**config.mk**
```make
export PLATFORM = sky130hd
export DESIGN_NAME = eth_frame_tx_flat
export DESIGN_NICKNAME = d
export VERILOG_FILES = /design/src/rtl/eth_pkg.sv /design/src/rtl/eth_frame_tx_if.sv /design/src/rtl/eth_lrc_acc.sv /design/src/rtl/eth_frame_tx.sv /design/src/flat_wrapper.sv
export SDC_FILE = /design/constraint.sdc
export NUM_CORES = 1
export LEC_CHECK = 0
export ABC_AREA = 0
export ABC_CLOCK_PERIOD_IN_PS = 9800
export BUFFER_PORTS_ARGS = -buffer_cell sky130_fd_sc_hd__buf_2
export CORE_MARGIN = 10
export CORE_UTILIZATION = 56
export DETAILED_ROUTE_END_ITERATION = 8
export GPL_TIMING_DRIVEN = 0
export PLACE_DENSITY = 0.91
export RECOVER_POWER = 25
export SYNTH_ARGS = -nofsm -noshare
export SYNTH_HDL_FRONTEND = slang
export SYNTH_HIERARCHICAL = 1
export SYNTH_SLANG_ARGS = --single-unit
export TNS_END_PERCENT = 50
```
**constraint.sdc**
```tcl
create_clock -name clk -period 9.8 [get_ports clk]
set_clock_uncertainty 0.1 [all_clocks]
set_input_delay 1.96 -clock clk [delete_from_list [all_inputs] [get_ports clk]]
set_output_delay 1.96 -clock clk [all_outputs]
set_load 0.02 [all_outputs]
```
**src/rtl/eth_pkg.sv**
```systemverilog
`default_nettype none
// ============================================================================
// Module   : eth_pkg
// Purpose  : Shared types, frame states and field constants for the Ethernet
//            frame transmit and receive paths.
// Revision : 1.0  initial release
// ============================================================================
package eth_pkg;

    typedef logic [47:0] mac_addr_t;

    // Frame field sequencing, shared with the receiver.
    typedef enum logic [3:0] {
        ST_IDLE     = 4'd0,
        ST_START    = 4'd1,
        ST_PREAMBLE = 4'd2,
        ST_SFD      = 4'd3,
        ST_MACDST   = 4'd4,
        ST_MACSRC   = 4'd5,
        ST_LEN      = 4'd6,
        ST_PAYLOAD  = 4'd7,
        ST_FCS      = 4'd8,
        ST_DONE     = 4'd9
    } frame_state_t;

    localparam logic [7:0] PREAMBLE_BYTE = 8'hAA;
    localparam logic [7:0] SFD_BYTE      = 8'hAB;
    localparam int         MAC_BYTES     = 6;
    localparam int         LEN_BYTES     = 2;

    // MAC byte selection, least-significant byte first on the wire.
    function automatic logic [7:0] mac_byte(input mac_addr_t mac, input logic [2:0] idx);
        logic [7:0] b;
        b = 8'h00;
        case (idx)
            3'd0:    b = mac[7:0];
            3'd1:    b = mac[15:8];
            3'd2:    b = mac[23:16];
            3'd3:    b = mac[31:24];
            3'd4:    b = mac[39:32];
            3'd5:    b = mac[47:40];
            default: b = 8'h00;
        endcase
        return b;
    endfunction

endpackage
`default_nettype wire

```
**src/rtl/eth_frame_tx_if.sv**
```systemverilog
`default_nettype none
// ============================================================================
// Module   : eth_frame_tx_if
// Purpose  : Request, payload-FIFO and serial-byte signals of the frame
//            transmitter bundled as one interface.
// Revision : 1.0  initial release
// ============================================================================
interface eth_frame_tx_if;
    import eth_pkg::*;

    logic        tx_req;
    mac_addr_t   tx_dst_mac;
    logic [15:0] tx_len;
    logic        tx_ack;
    logic        tx_err;
    logic [7:0]  in_data;
    logic        in_vld;
    logic        in_rdy;
    logic        peer_ready;
    logic        start;
    logic [7:0]  data;
    logic        busy;
    logic        done;
    logic        underrun;

    // Transmitter side.
    modport slave (
        input  tx_req, tx_dst_mac, tx_len, in_data, in_vld, peer_ready,
        output tx_ack, tx_err, in_rdy, start, data, busy, done, underrun
    );

    // Requester / FIFO / receiver side.
    modport master (
        output tx_req, tx_dst_mac, tx_len, in_data, in_vld, peer_ready,
        input  tx_ack, tx_err, in_rdy, start, data, busy, done, underrun
    );
endinterface
`default_nettype wire

```
**src/rtl/eth_lrc_acc.sv**
```systemverilog
`default_nettype none
// ============================================================================
// Module   : eth_lrc_acc
// Purpose  : 8-bit modular byte-sum (LRC) accumulator with two's-complement
//            frame-check byte output.
// Revision : 1.0  initial release
// ============================================================================
module eth_lrc_acc (
    input  wire logic       clk,
    input  wire logic       rst,
    input  wire logic       i_clear,
    input  wire logic       i_en,
    input  wire logic [7:0] i_byte,
    output logic      [7:0] o_sum,
    output logic      [7:0] o_fcs_byte
);

    logic [7:0] r_sum;

    // Running sum; clear has priority so a new frame never inherits old bytes.
    always_ff @(posedge clk) begin
        if (rst || i_clear) begin
            r_sum <= 8'h00;
        end else if (i_en) begin
            r_sum <= r_sum + i_byte;
        end
    end

    assign o_sum      = r_sum;
    assign o_fcs_byte = (~r_sum) + 8'd1;

endmodule
`default_nettype wire

```
**src/rtl/eth_frame_tx.sv**
```systemverilog
`default_nettype none
// ============================================================================
// Module   : eth_frame_tx
// Purpose  : Serial Ethernet-style frame generator: preamble, SFD, MACs,
//            length, FIFO-sourced payload and repeated LRC check byte.
// Revision : 1.0  initial release
// ============================================================================
module eth_frame_tx
    import eth_pkg::*;
#(
    parameter mac_addr_t   SRC_MAC_ADDR   = 48'h02_00_00_00_00_01,
    parameter logic [15:0] MAX_LEN        = 16'd1500,
    parameter int          PREAMBLE_BYTES = 7,
    parameter int          FCS_BYTES      = 4
) (
    input  wire logic     clk,
    input  wire logic     rst,
    eth_frame_tx_if.slave bus
);

    localparam logic [15:0] c_PRE_LAST = 16'(PREAMBLE_BYTES - 1);
    localparam logic [15:0] c_MAC_LAST = 16'(MAC_BYTES - 1);
    localparam logic [15:0] c_LEN_LAST = 16'(LEN_BYTES - 1);
    localparam logic [15:0] c_FCS_LAST = 16'(FCS_BYTES - 1);

    frame_state_t r_state, w_state_nxt;
    logic [15:0]  r_cnt, w_cnt_nxt;
    mac_addr_t    r_dst_mac;
    logic [15:0]  r_len;
    logic         r_start, r_busy, r_done, r_underrun, r_tx_err;
    logic [7:0]   r_data, w_data_nxt;
    logic         w_tx_ack, w_len_err, w_in_rdy, w_underrun;
    logic         w_lrc_en;
    logic [7:0]   w_lrc_sum, w_fcs_byte;

    // Field sequencing: next state, field counter, next wire byte, handshakes.
    always_comb begin
        w_tx_ack    = ~rst & bus.tx_req & (r_state == ST_IDLE) & bus.peer_ready
                      & (bus.tx_len <= MAX_LEN);
        w_len_err   = ~rst & bus.tx_req & (r_state == ST_IDLE) & (bus.tx_len > MAX_LEN);
        // in_rdy marks the edge that registers a payload byte onto data.
        w_in_rdy    = ~rst & (((r_state == ST_LEN) && (r_cnt == c_LEN_LAST) && (r_len != 16'd0))
                      || ((r_state == ST_PAYLOAD) && (r_cnt != r_len - 16'd1)));
        w_underrun  = w_in_rdy & ~bus.in_vld;
        w_state_nxt = r_state;

        case (r_state)
            ST_IDLE:     if (w_tx_ack) w_state_nxt = ST_START;
            ST_START:    w_state_nxt = ST_PREAMBLE;
            ST_PREAMBLE: if (r_cnt == c_PRE_LAST) w_state_nxt = ST_SFD;
            ST_SFD:      w_state_nxt = ST_MACDST;
            ST_MACDST:   if (r_cnt == c_MAC_LAST) w_state_nxt = ST_MACSRC;
            ST_MACSRC:   if (r_cnt == c_MAC_LAST) w_state_nxt = ST_LEN;
            ST_LEN:      if (r_cnt == c_LEN_LAST)
                             w_state_nxt = (r_len == 16'd0) ? ST_FCS : ST_PAYLOAD;
            ST_PAYLOAD:  if (r_cnt == r_len - 16'd1) w_state_nxt = ST_FCS;
            ST_FCS:      if (r_cnt == c_FCS_LAST) w_state_nxt = ST_DONE;
            ST_DONE:     w_state_nxt = ST_IDLE;
            default:     w_state_nxt = ST_IDLE;
        endcase

        // A missing payload byte truncates the frame immediately.
        if (w_underrun) begin
            w_state_nxt = ST_IDLE;
        end

        if ((w_state_nxt != r_state) || (w_state_nxt == ST_IDLE)) begin
            w_cnt_nxt = 16'd0;
        end else begin
            w_cnt_nxt = r_cnt + 16'd1;
        end

        w_data_nxt = 8'h00;
        case (w_state_nxt)
            ST_PREAMBLE: w_data_nxt = PREAMBLE_BYTE;
            ST_SFD:      w_data_nxt = SFD_BYTE;
            ST_MACDST:   w_data_nxt = mac_byte(r_dst_mac, w_cnt_nxt[2:0]);
            ST_MACSRC:   w_data_nxt = mac_byte(SRC_MAC_ADDR, w_cnt_nxt[2:0]);
            ST_LEN:      w_data_nxt = (w_cnt_nxt == 16'd0) ? r_len[15:8] : r_len[7:0];
            ST_PAYLOAD:  w_data_nxt = bus.in_data;
            ST_FCS:      w_data_nxt = w_fcs_byte;
            default:     w_data_nxt = 8'h00;
        endcase

        w_lrc_en = (w_state_nxt == ST_MACDST) || (w_state_nxt == ST_MACSRC)
                   || (w_state_nxt == ST_LEN) || (w_state_nxt == ST_PAYLOAD);
    end

    // State, latched request fields and registered frame outputs.
    always_ff @(posedge clk) begin
        if (rst) begin
            r_state    <= ST_IDLE;
            r_cnt      <= 16'd0;
            r_dst_mac  <= '0;
            r_len      <= 16'd0;
            r_start    <= 1'b0;
            r_data     <= 8'h00;
            r_busy     <= 1'b0;
            r_done     <= 1'b0;
            r_underrun <= 1'b0;
            r_tx_err   <= 1'b0;
        end else begin
            r_state    <= w_state_nxt;
            r_cnt      <= w_cnt_nxt;
            r_start    <= (w_state_nxt == ST_START);
            r_data     <= w_data_nxt;
            r_busy     <= (w_state_nxt != ST_IDLE) && (w_state_nxt != ST_DONE);
            r_done     <= (w_state_nxt == ST_DONE);
            r_underrun <= w_underrun;
            r_tx_err   <= w_len_err;
            if (w_tx_ack) begin
                r_dst_mac <= bus.tx_dst_mac;
                r_len     <= bus.tx_len;
            end
        end
    end

    eth_lrc_acc u_lrc (
        .clk        (clk),
        .rst        (rst),
        .i_clear    (w_tx_ack),
        .i_en       (w_lrc_en),
        .i_byte     (w_data_nxt),
        .o_sum      (w_lrc_sum),
        .o_fcs_byte (w_fcs_byte)
    );

    assign bus.tx_ack   = w_tx_ack;
    assign bus.tx_err   = r_tx_err;
    assign bus.in_rdy   = w_in_rdy;
    assign bus.start    = r_start;
    assign bus.data     = r_data;
    assign bus.busy     = r_busy;
    assign bus.done     = r_done;
    assign bus.underrun = r_underrun;

endmodule
`default_nettype wire
```
**src/flat_wrapper.sv**
```systemverilog
// flat-port wrapper written by rule: the top's interface ports become plain ports
module eth_frame_tx_flat import eth_pkg::*;
#(
    parameter mac_addr_t   SRC_MAC_ADDR   = 48'h02_00_00_00_00_01,
    parameter logic [15:0] MAX_LEN        = 16'd1500,
    parameter int          PREAMBLE_BYTES = 7,
    parameter int          FCS_BYTES      = 4
)
  (clk, rst, bus_tx_req, bus_tx_dst_mac, bus_tx_len, bus_in_data, bus_in_vld, bus_peer_ready, bus_tx_ack, bus_tx_err, bus_in_rdy, bus_start, bus_data, bus_busy, bus_done, bus_underrun);
  eth_frame_tx_if bus_i ();
  input  wire logic clk;
  input  wire logic rst;
  input wire logic [$bits(bus_i.tx_req)-1:0] bus_tx_req;
  input wire logic [$bits(bus_i.tx_dst_mac)-1:0] bus_tx_dst_mac;
  input wire logic [$bits(bus_i.tx_len)-1:0] bus_tx_len;
  input wire logic [$bits(bus_i.in_data)-1:0] bus_in_data;
  input wire logic [$bits(bus_i.in_vld)-1:0] bus_in_vld;
  input wire logic [$bits(bus_i.peer_ready)-1:0] bus_peer_ready;
  output wire logic [$bits(bus_i.tx_ack)-1:0] bus_tx_ack;
  output wire logic [$bits(bus_i.tx_err)-1:0] bus_tx_err;
  output wire logic [$bits(bus_i.in_rdy)-1:0] bus_in_rdy;
  output wire logic [$bits(bus_i.start)-1:0] bus_start;
  output wire logic [$bits(bus_i.data)-1:0] bus_data;
  output wire logic [$bits(bus_i.busy)-1:0] bus_busy;
  output wire logic [$bits(bus_i.done)-1:0] bus_done;
  output wire logic [$bits(bus_i.underrun)-1:0] bus_underrun;
  assign bus_i.tx_req = bus_tx_req;
  assign bus_i.tx_dst_mac = bus_tx_dst_mac;
  assign bus_i.tx_len = bus_tx_len;
  assign bus_i.in_data = bus_in_data;
  assign bus_i.in_vld = bus_in_vld;
  assign bus_i.peer_ready = bus_peer_ready;
  assign bus_tx_ack = bus_i.tx_ack;
  assign bus_tx_err = bus_i.tx_err;
  assign bus_in_rdy = bus_i.in_rdy;
  assign bus_start = bus_i.start;
  assign bus_data = bus_i.data;
  assign bus_busy = bus_i.busy;
  assign bus_done = bus_i.done;
  assign bus_underrun = bus_i.underrun;
  eth_frame_tx #(.SRC_MAC_ADDR(SRC_MAC_ADDR), .MAX_LEN(MAX_LEN), .PREAMBLE_BYTES(PREAMBLE_BYTES), .FCS_BYTES(FCS_BYTES)) u_core (.clk(clk), .rst(rst), .bus(bus_i));
endmodule
```
==> impl_summary.md, run 1 <==
Logic synthesis
Synthesis produced a netlist with a net count of ~870. In this run the cell area of the synthesized design comes to 6070 sq um. After synthesis, the mean cell area works out to a little under 8 sq um. The number of warning messages in the yosys log is 6. The number of instances in the synthesized netlist is 781.

Detailed routing
The routed via count is a little over 6000. For this run, the detailed router's first-pass iteration total came to 6. The detailed router's first-iteration violation count is ~640.

The number of vias per cell is 6.08. After detailed routing, the number of remaining DRC violations is 0. The remaining antenna violation count is 0.

The total wire length after detailed routing is between 15000 and 20000 microns. In the final routed layout, each cell accounts on average for 17.3 microns.

Global routing
In the global route stage, overall resource usage came out at a little under a quarter. The total overflow reported by the global router is 0. For this run, global-route usage on met1 was measured as about 31%. The met3 layer usage reported by global route is under 10%. In this run the most used layer during global routing was met2. For this run, global-route usage on met2 was measured as a little over a third. The initial antenna violation count is 0. Entering global routing, the biggest net connects 20 pins. The number of global-route vias before repair is 5846. The first-pass GRT wire length is ~28000 microns.

Pwr
IR analysis of the VDD net gives a maximum drop of 0.0000787 V. In this run the power density over the cells is 105 nW/um^2. Of the total power, the share spent switching nets is 25.1%.

The switching power of the nets is approximately 180 uW. The proportion of power drawn by the clock network is about 36%. The sequential power share is about three fifths. The leakage dissipation is about 0.0025 uW. The logic gate share of total power is roughly 4.6%. The design internal power is 541 uW.

Clock network
The number of instances resized during post-cts repair is 0. TritonCTS built the clock tree. The cell at the root of the clock tree is sky130_fd_sc_hd__clkbuf_8.

The maximum buffer depth of the clock tree is 2. The number of buffers created by CTS is 9. Once the clock tree was built, the setup fixing pass inserted 0 buffers.

The level count of the clock H-tree is 3. The hold buffer count at cts is 0. The clock net in this run drives a total of 105 sinks. Clock-pin slew was measured on the worst setup and hold paths at between 100 and 150 ps. The later pin in the worst-skew pair is clocked with a latency of around 380 ps.

Floorplan
Measured along the y axis, the die boundary spans between 100 and 150 microns. The floorplan die width is about 120 microns. The floorplan has 37 rows. The floorplan step defined a die boundary enclosing 15400 sq um. The I/O pin count is 92.

The total core area is around 10000 sq um. The initial core utilization is about three fifths.

STA
The number of slew-limit violations in the final report is 0. For the finished layout, the period the worst path requires is approximately 6700 ps. Headroom to the max-slew limit came out at 8.75%. The final count of hold timing violations is 0. The number of setup violations in the final report is 0. Static timing analysis puts the maximum clock frequency at about 150 MHz. The slew at the pin closest to its max-slew limit is between 1000 and 1500 ps.

The sum of negative setup slack is 0 ps. Setup repair after global routing left no endpoint under its margin. The part of the cycle the worst path needs is around 68%.

Finish
Cells with a size suffix above 1 make up between 10% and 20% of the layout. The number of fillers in the final layout is about 900. The repair_antennas step left the layout with diodes totalling 0. The multi-input combinational cell area is 3620 sq um. The end-of-flow core utilization is ~66%. Across the whole layout, storage elements account for about 2100 sq um. The final net count is roughly 1000. The layout overhead on the synthesized area is 13.0%.

Critical path
The data required time at the worst endpoint is about 10000 ps. The worst setup path is captured at a flop. The number of cells on the worst reg-to-reg path is 17. The arrival time at the worst endpoint is approximately 6800 ps.

Of all nets on the critical path, the largest fanout is 8. The cell with the largest stage delay on the worst path is sky130_fd_sc_hd__nor4b_1. The register-to-register setup slack is 4000 ps. The type of the worst setup path is in2reg. In this design, the stage delay of the slowest critical-path cell is ~1200 ps. The reg-to-reg startpoint is u_core/r_state[2]. The startpoint type of the worst setup path is an input port.

In this run the critical register-to-register path is captured at u_core/u_lrc/o_sum[7]. The signal on the critical path passes through clkbuf_1 > nand3b_1 > nor4b_1 > nor2b_1 > a2111oi_2 > a21oi_2 > or4_1 > buf_2 > o211ai_1 > nand3_1 > ha_1 > a211oi_2 > nor3_2 > mux2i_1 > nor3_1 > nor3b_2.

Placement
The placer's final routability congestion estimate is 0.974. The number of input and output port buffers inserted is 91. The HPWL after detailed placement is about 14000 microns.

Min path
The worst hold path passes through 2 cells. The hold path endpoint is u_core/r_dst_mac[35]. The launch instance of the worst min-delay path is u_core/r_dst_mac[35]. The min-delay analysis places its worst path in the category reg2reg.

Run status
The flow ran to the end, and the final reports show no timing, DRC or antenna violations.

Flow run
The number of max-cap violations is 0.
-- state kept, by name, indices dropped and copies added, names as in the netlist --
name                 cells
u_core/r_cnt            16
u_core/r_dst_mac        48
u_core/bus.busy          1
u_core/bus.data          8
u_core/r_len            16
u_core/bus.tx_err        1
u_core/bus.start         1
u_core/bus.underrun      1
u_core/bus.done          1
u_core/r_state           4
u_core/u_lrc/o_sum       8
-- power by group through the flow --
stage                     logic, uW  registers [uW]  clock network [uW]
after floorplan                11.9             438                   0
after global placement         32.7             437                   0
after detailed placement       33.0             437                   0
after CTS                      33.2             428                 264
after global routing           36.3             428                 280
final                          33.3             428                 261
-- layout make-up --
type                            count  share of cell area [%]
Buffer                             58                    3.60
Clock buffer                       10                    1.86
Clock inverter                      6                   0.877
Inverter                           21                    1.26
Multi-Input combinational cell    597                    52.8
Sequential cell                   105                    30.7
Tap cell                          136                    2.48
Timing Repair Buffer               91                    6.39
-- cell usage in the layout (no fill, tap or decap), drive strengths merged, types with 5 or more instances in the layout --
master,n
dfxtp,105
a21oi,72
nor4,21
clkbuf,67
a31oi,18
nand4,13
a221oi,21
inv,23
nor2,53
and3,5
nand2,141
a22oi,8
nand3,28
nor3b,5
o21ai,9
ha,12
o211ai,12
and2,11
mux2,9
a211oi,6
a21o,6
xnor2,22
nor3,24
nand3b,5
nor4b,6
nor2b,9
xor2,18
buf,92
-- layer usage --
layer	up-vias	wire (microns)
li1	3018	-
met1	2811	7730
met2	355	7850
met3	38	1750
met4	0	415
met5	-	0
-- worst max-delay path by stage --
stage	start	end	slack [ps]	depth (start not counted)
5_1_grt	rst	u_core/u_lrc/o_sum[7]	2800	16
6_report	rst	u_core/u_lrc/o_sum[7]	3140	16
3_5_place_dp	rst	u_core/u_lrc/o_sum[7]	3290	16
4_1_cts	rst	u_core/u_lrc/o_sum[7]	3680	16
3_3_place_gp	rst	u_core/u_lrc/o_sum[7]	3330	16
2_1_floorplan	bus_tx_len[0]	u_core/u_lrc/o_sum[7]	4000	16
-- metrics by stage --
stage | hold slack, ps | cell area, sq um | power (uW) | cells | setup slack, ps
final | 357 | 6850 | 722 | 1024 | 3140
after global routing | 377 | 6850 | 744 | 1024 | 2800
after CTS | 355 | 6880 | 725 | 1024 | 3680
after detailed placement | 341 | 6690 | 470 | 1008 | 3290
after global placement | 335 | 6690 | 470 | 1008 | 3330
after floorplan | 328 | 6070 | 450 | 781 | 4000
-- critical path: cells and delay by family --
kind                     cells  cell delay [ps]
AO/OA/AOI/OAI                4             1160
adder cells (fa/ha/maj)      1              350
buffers and inverters        2              340
multiplexers                 1              140
AND/OR/NAND/NOR              8             2860
Power figures use the tool's default switching activity.
==> inputs of run 2 (changes only) <==
--- a/config.mk
+++ b/config.mk
@@ -5,14 +5,14 @@
 export SDC_FILE = /design/constraint.sdc
 export NUM_CORES = 1
 export LEC_CHECK = 0
-export ABC_AREA = 0
-export ABC_CLOCK_PERIOD_IN_PS = 9800
+export ABC_AREA = 1
+export ABC_CLOCK_PERIOD_IN_PS = 6900
 export BUFFER_PORTS_ARGS = -buffer_cell sky130_fd_sc_hd__buf_2
 export CORE_MARGIN = 10
 export CORE_UTILIZATION = 56
 export DETAILED_ROUTE_END_ITERATION = 8
 export GPL_TIMING_DRIVEN = 0
-export PLACE_DENSITY = 0.91
+export PLACE_DENSITY = 0.9
 export RECOVER_POWER = 25
 export SYNTH_ARGS = -nofsm -noshare
 export SYNTH_HDL_FRONTEND = slang
==> constraint.sdc (replaced) <==
create_clock -name clk -period 6.9 [get_ports clk]
set_clock_uncertainty 0.1 [all_clocks]
set_input_delay 1.38 -clock clk [delete_from_list [all_inputs] [get_ports clk]]
set_output_delay 1.38 -clock clk [all_outputs]
set_load 0.02 [all_outputs]
==> impl_summary.md, run 2 <==
Run status
Run status: finished clean (unchanged).

STA
The sum of negative setup slack was 0 ps (unchanged). The headroom to the max-slew limit is 50.9% (was 8.75%). The final count of hold timing violations is 0 (unchanged). The part of the cycle the worst path needs is roughly 76%.

The slew at the pin closest to its max-slew limit came to 736 ps (was 1350 ps). The worst hold margin was 372 ps (was 357 ps). The number of slew-limit violations in the final report is 0 (unchanged). The number of setup violations in the final report is 0 (unchanged). For the finished layout, the period the worst path requires is between 5000 and 6000 ps.

Based on the critical path, the design can be clocked at up to about 190 MHz. Unrepaired setup endpoints after global routing: no (unchanged).

Critical path
The data required time at the worst endpoint is 7050 ps (was 9980 ps). The nature of the critical path endpoint is a flop (unchanged). The cell repeated most along the worst path is sky130_fd_sc_hd__nand2_1. The maximum fanout along the worst path is 10 (was 8).

The type of the worst setup path is in2reg (unchanged). The startpoint type of the worst setup path is an input port (unchanged). The largest incremental delay on the critical path is 390 ps (was 1200 ps).

The arrival time at the worst endpoint is 5390 ps (was 6840 ps). The reg-to-reg startpoint is u_core/r_len[0] (was u_core/r_state[2]). The cell with the largest stage delay on the worst path is sky130_fd_sc_hd__fa_1 (was sky130_fd_sc_hd__nor4b_1). The path depth of the worst reg2reg path is 36 (was 17).

The startpoint of the most critical setup path is bus_tx_len[15] (was rst).

Detailed routing
The remaining design rule violation count came to 0 (unchanged). The routed via count is 6683 (was 6222). The detailed-route wire length per cell is 15.6 microns (was 17.3 microns). The number of vias per cell is 5.57 (was 6.08). The detailed-routing iteration count for the pre-antenna-repair pass is 6 (unchanged).

The detailed router's first-iteration violation count is 761 (was 637). The total wire length after detailed routing is 18700 microns (was 17700 microns). The remaining antenna violation count is 0 (unchanged).

Pwr
The maximum VDD drop is 0.000128 V (was 0.0000787 V). The sequential power share is 50.4% (was 59.2%). The switching power of the nets is 279 uW (was 181 uW).

The leakage dissipation came to 0.00363 uW (was 0.00253 uW). The proportion of power drawn by the clock network is 45.1% (was 36.2%). The design internal power is 926 uW (was 541 uW).

The power density normalized to cell area was 164 nW/um^2 (was 105 nW/um^2). The switching power share of the total came to 23.1% (was 25.1%). The logic gate share of total power is 4.4% (was 4.6%).

Finish
The number of flip-flops in the largest register came to 48 (unchanged). The final net count was 1141 (was 973). The register with the highest flop count is u_core/r_dst_mac (unchanged). The post-route cell area came to 7360 sq um (was 6850 sq um). The layout cell share with drive strength beyond 1 is 17.1% (was 14.5%). Leading cell types in the layout, fill and taps excluded: 262 x sky130_fd_sc_hd__nand2_1, 105 x sky130_fd_sc_hd__dfxtp_1, 102 x sky130_fd_sc_hd__inv_1, 84 x sky130_fd_sc_hd__nand3_1, 82 x sky130_fd_sc_hd__nor2_1 (was 141 x sky130_fd_sc_hd__nand2_1, 105 x sky130_fd_sc_hd__dfxtp_1, 85 x sky130_fd_sc_hd__buf_2, 70 x sky130_fd_sc_hd__a21oi_1, 58 x sky130_fd_sc_hd__clkbuf_1). The count of non-filler cells in the finished layout came to 1199 (was 1024). Leading registers by flop count: u_core/r_dst_mac (48), u_core/r_cnt (16), u_core/r_len (16) (unchanged). The commonest non-fill, non-tap cell in the layout is sky130_fd_sc_hd__nand2_1 (unchanged).

The layout overhead on the synthesized area is 14.0% (was 13.0%). The antenna diode instance count is 0 (unchanged).

Clock network
The hold buffer count at cts is 0 (unchanged). The number of buffers created by CTS is 9 (unchanged). The cell at the root of the clock tree was sky130_fd_sc_hd__clkbuf_16 (was sky130_fd_sc_hd__clkbuf_8).

The level count of the clock H-tree is 3 (unchanged). The clock slew at the register clock pins of the worst setup and hold paths was 70 ps (was 110 ps). The clock latency on the worst-skew pair is 360 ps (was 380 ps). The clock net sink count is 105 (unchanged). The number of instances resized during post-cts repair was 0 (unchanged). The number of setup buffers added after CTS is 0 (unchanged). The maximum buffer depth of the clock tree came to 2 (unchanged).

The clock tree from TritonCTS is yes (unchanged).

Placement
The instance count after placement with tap cells included is 1183 (was 1008). The total cell area at the placement stage was 7090 sq um (was 6690 sq um). The number of input and output port buffers inserted is 91 (unchanged).

The placer's final routability congestion estimate came to 1.02 (was 0.974). The detailed placer's ending HPWL was 14400 microns (was 13800 microns).

Floorplan
The area enclosed by the die boundary is 16200 sq um (was 15400 sq um). The total core area is 11400 sq um (was 10400 sq um). The initial core utilization is 56.8% (was 58.2%). The standard-cell row count came to 39 (was 37). The floorplan die width is 127 microns (was 124 microns).

The height of the die is 127 microns (was 124 microns). The I/O pin count is 92 (unchanged).

Global routing
The maximum number of pins on one net before global-route repair is 19 (was 20). The total overflow reported by the global router is 0 (unchanged). The number of global-route vias before repair is 6284 (was 5846).

The first-pass GRT wire length is 30100 microns (was 28400 microns). The total routing resource utilization after global routing is 22.5% (was 22.8%). The initial antenna violation count is 0 (unchanged).

Min path
The hold-critical path depth is 2 (unchanged). The launch instance of the worst min-delay path is u_core/r_dst_mac[12] (was u_core/r_dst_mac[35]). The worst min-delay path class was reg2reg (unchanged).

Logic synthesis
The mean post-synth cell area is 6.80 sq um (was 7.77 sq um). The post-synth design cell area was 6460 sq um (was 6070 sq um). The number of instances in the synthesized netlist is 949 (was 781). The number of warning messages in the yosys log was 6 (unchanged).

The number of nets produced by synthesis came to 1039 (was 871).

Flow run
The number of max-cap violations is 0 (unchanged).
## run 2: changes by cell type in the layout (fill, tap and decap cells not counted), moves of 11 or more
cell / change
sky130_fd_sc_hd__a221oi_1: -18
sky130_fd_sc_hd__inv_1: +83
sky130_fd_sc_hd__inv_2: +13
sky130_fd_sc_hd__nor2_1: +30
sky130_fd_sc_hd__clkbuf_1: -22
sky130_fd_sc_hd__nand3_2: +21
sky130_fd_sc_hd__nand2_1: +121
sky130_fd_sc_hd__a31oi_1: -17
sky130_fd_sc_hd__o21ai_0: +15
sky130_fd_sc_hd__and2_1: -11
sky130_fd_sc_hd__nand3_1: +56
sky130_fd_sc_hd__xnor2_1: -15
sky130_fd_sc_hd__nor4_1: -17
## run 2: layout make-up
| type | instances | area [sq um] |
|---|---|---|
| fillers | 1006 | 4010 |
| plain buffers | 34 | 180 |
| multi-input cells | 693 | 3710 |
| clock buffers | 10 | 239 |
| inverters | 117 | 439 |
| repair buffers | 91 | 438 |
| clock inverters | 6 | 75.1 |
| flip-flops and latches | 105 | 2100 |
| well taps | 143 | 179 |
## run 2: power groups by stage
stage                     clock network, uW  registers (uW)  logic, uW
after floorplan                           0             622       21.6
after global routing                    577             607       59.4
after CTS                               547             607       53.4
after global placement                    0             621       52.3
final                                   544             607       53.6
after detailed placement                  0             622       53.1
## run 2: stage by stage
stage	utilization, %	setup WS (ps)	power, uW
floorplan	-	2220	644
global placement	62.4	1510	674
detailed placement	62.4	1480	675
CTS	65.1	1800	1210
global route	64.7	1290	1240
finish	64.7	1660	1200
## run 2: worst paths after layout
path | end | slack, ps
worst min-delay path | u_core/r_dst_mac[12] | 370
worst max register to register | u_core/u_lrc/o_sum[6] | 1690
worst max-delay path | u_core/u_lrc/o_sum[6] | 1660
worst min register to register | u_core/r_dst_mac[12] | 370
## run 2: layer usage
metal / vias up / track usage [%] / share of wire, %
met5: - / 0 / 0
met4: 0 / 10.4 / 3.6
met3: 57 / 5.13 / 9.4
met2: 357 / 36.7 / 47
met1: 3022 / 27.5 / 40
li1: 3247 / - / -
## run 2: critical path, delay by kind of cell
| family | cells | cell delay, ps |
|---|---|---|
| buffers and inverters | 6 | 600 |
| and+or+nand+nor | 22 | 2510 |
| adders and majority gates | 2 | 570 |
| AOI/OAI and AO/OA | 1 | 300 |
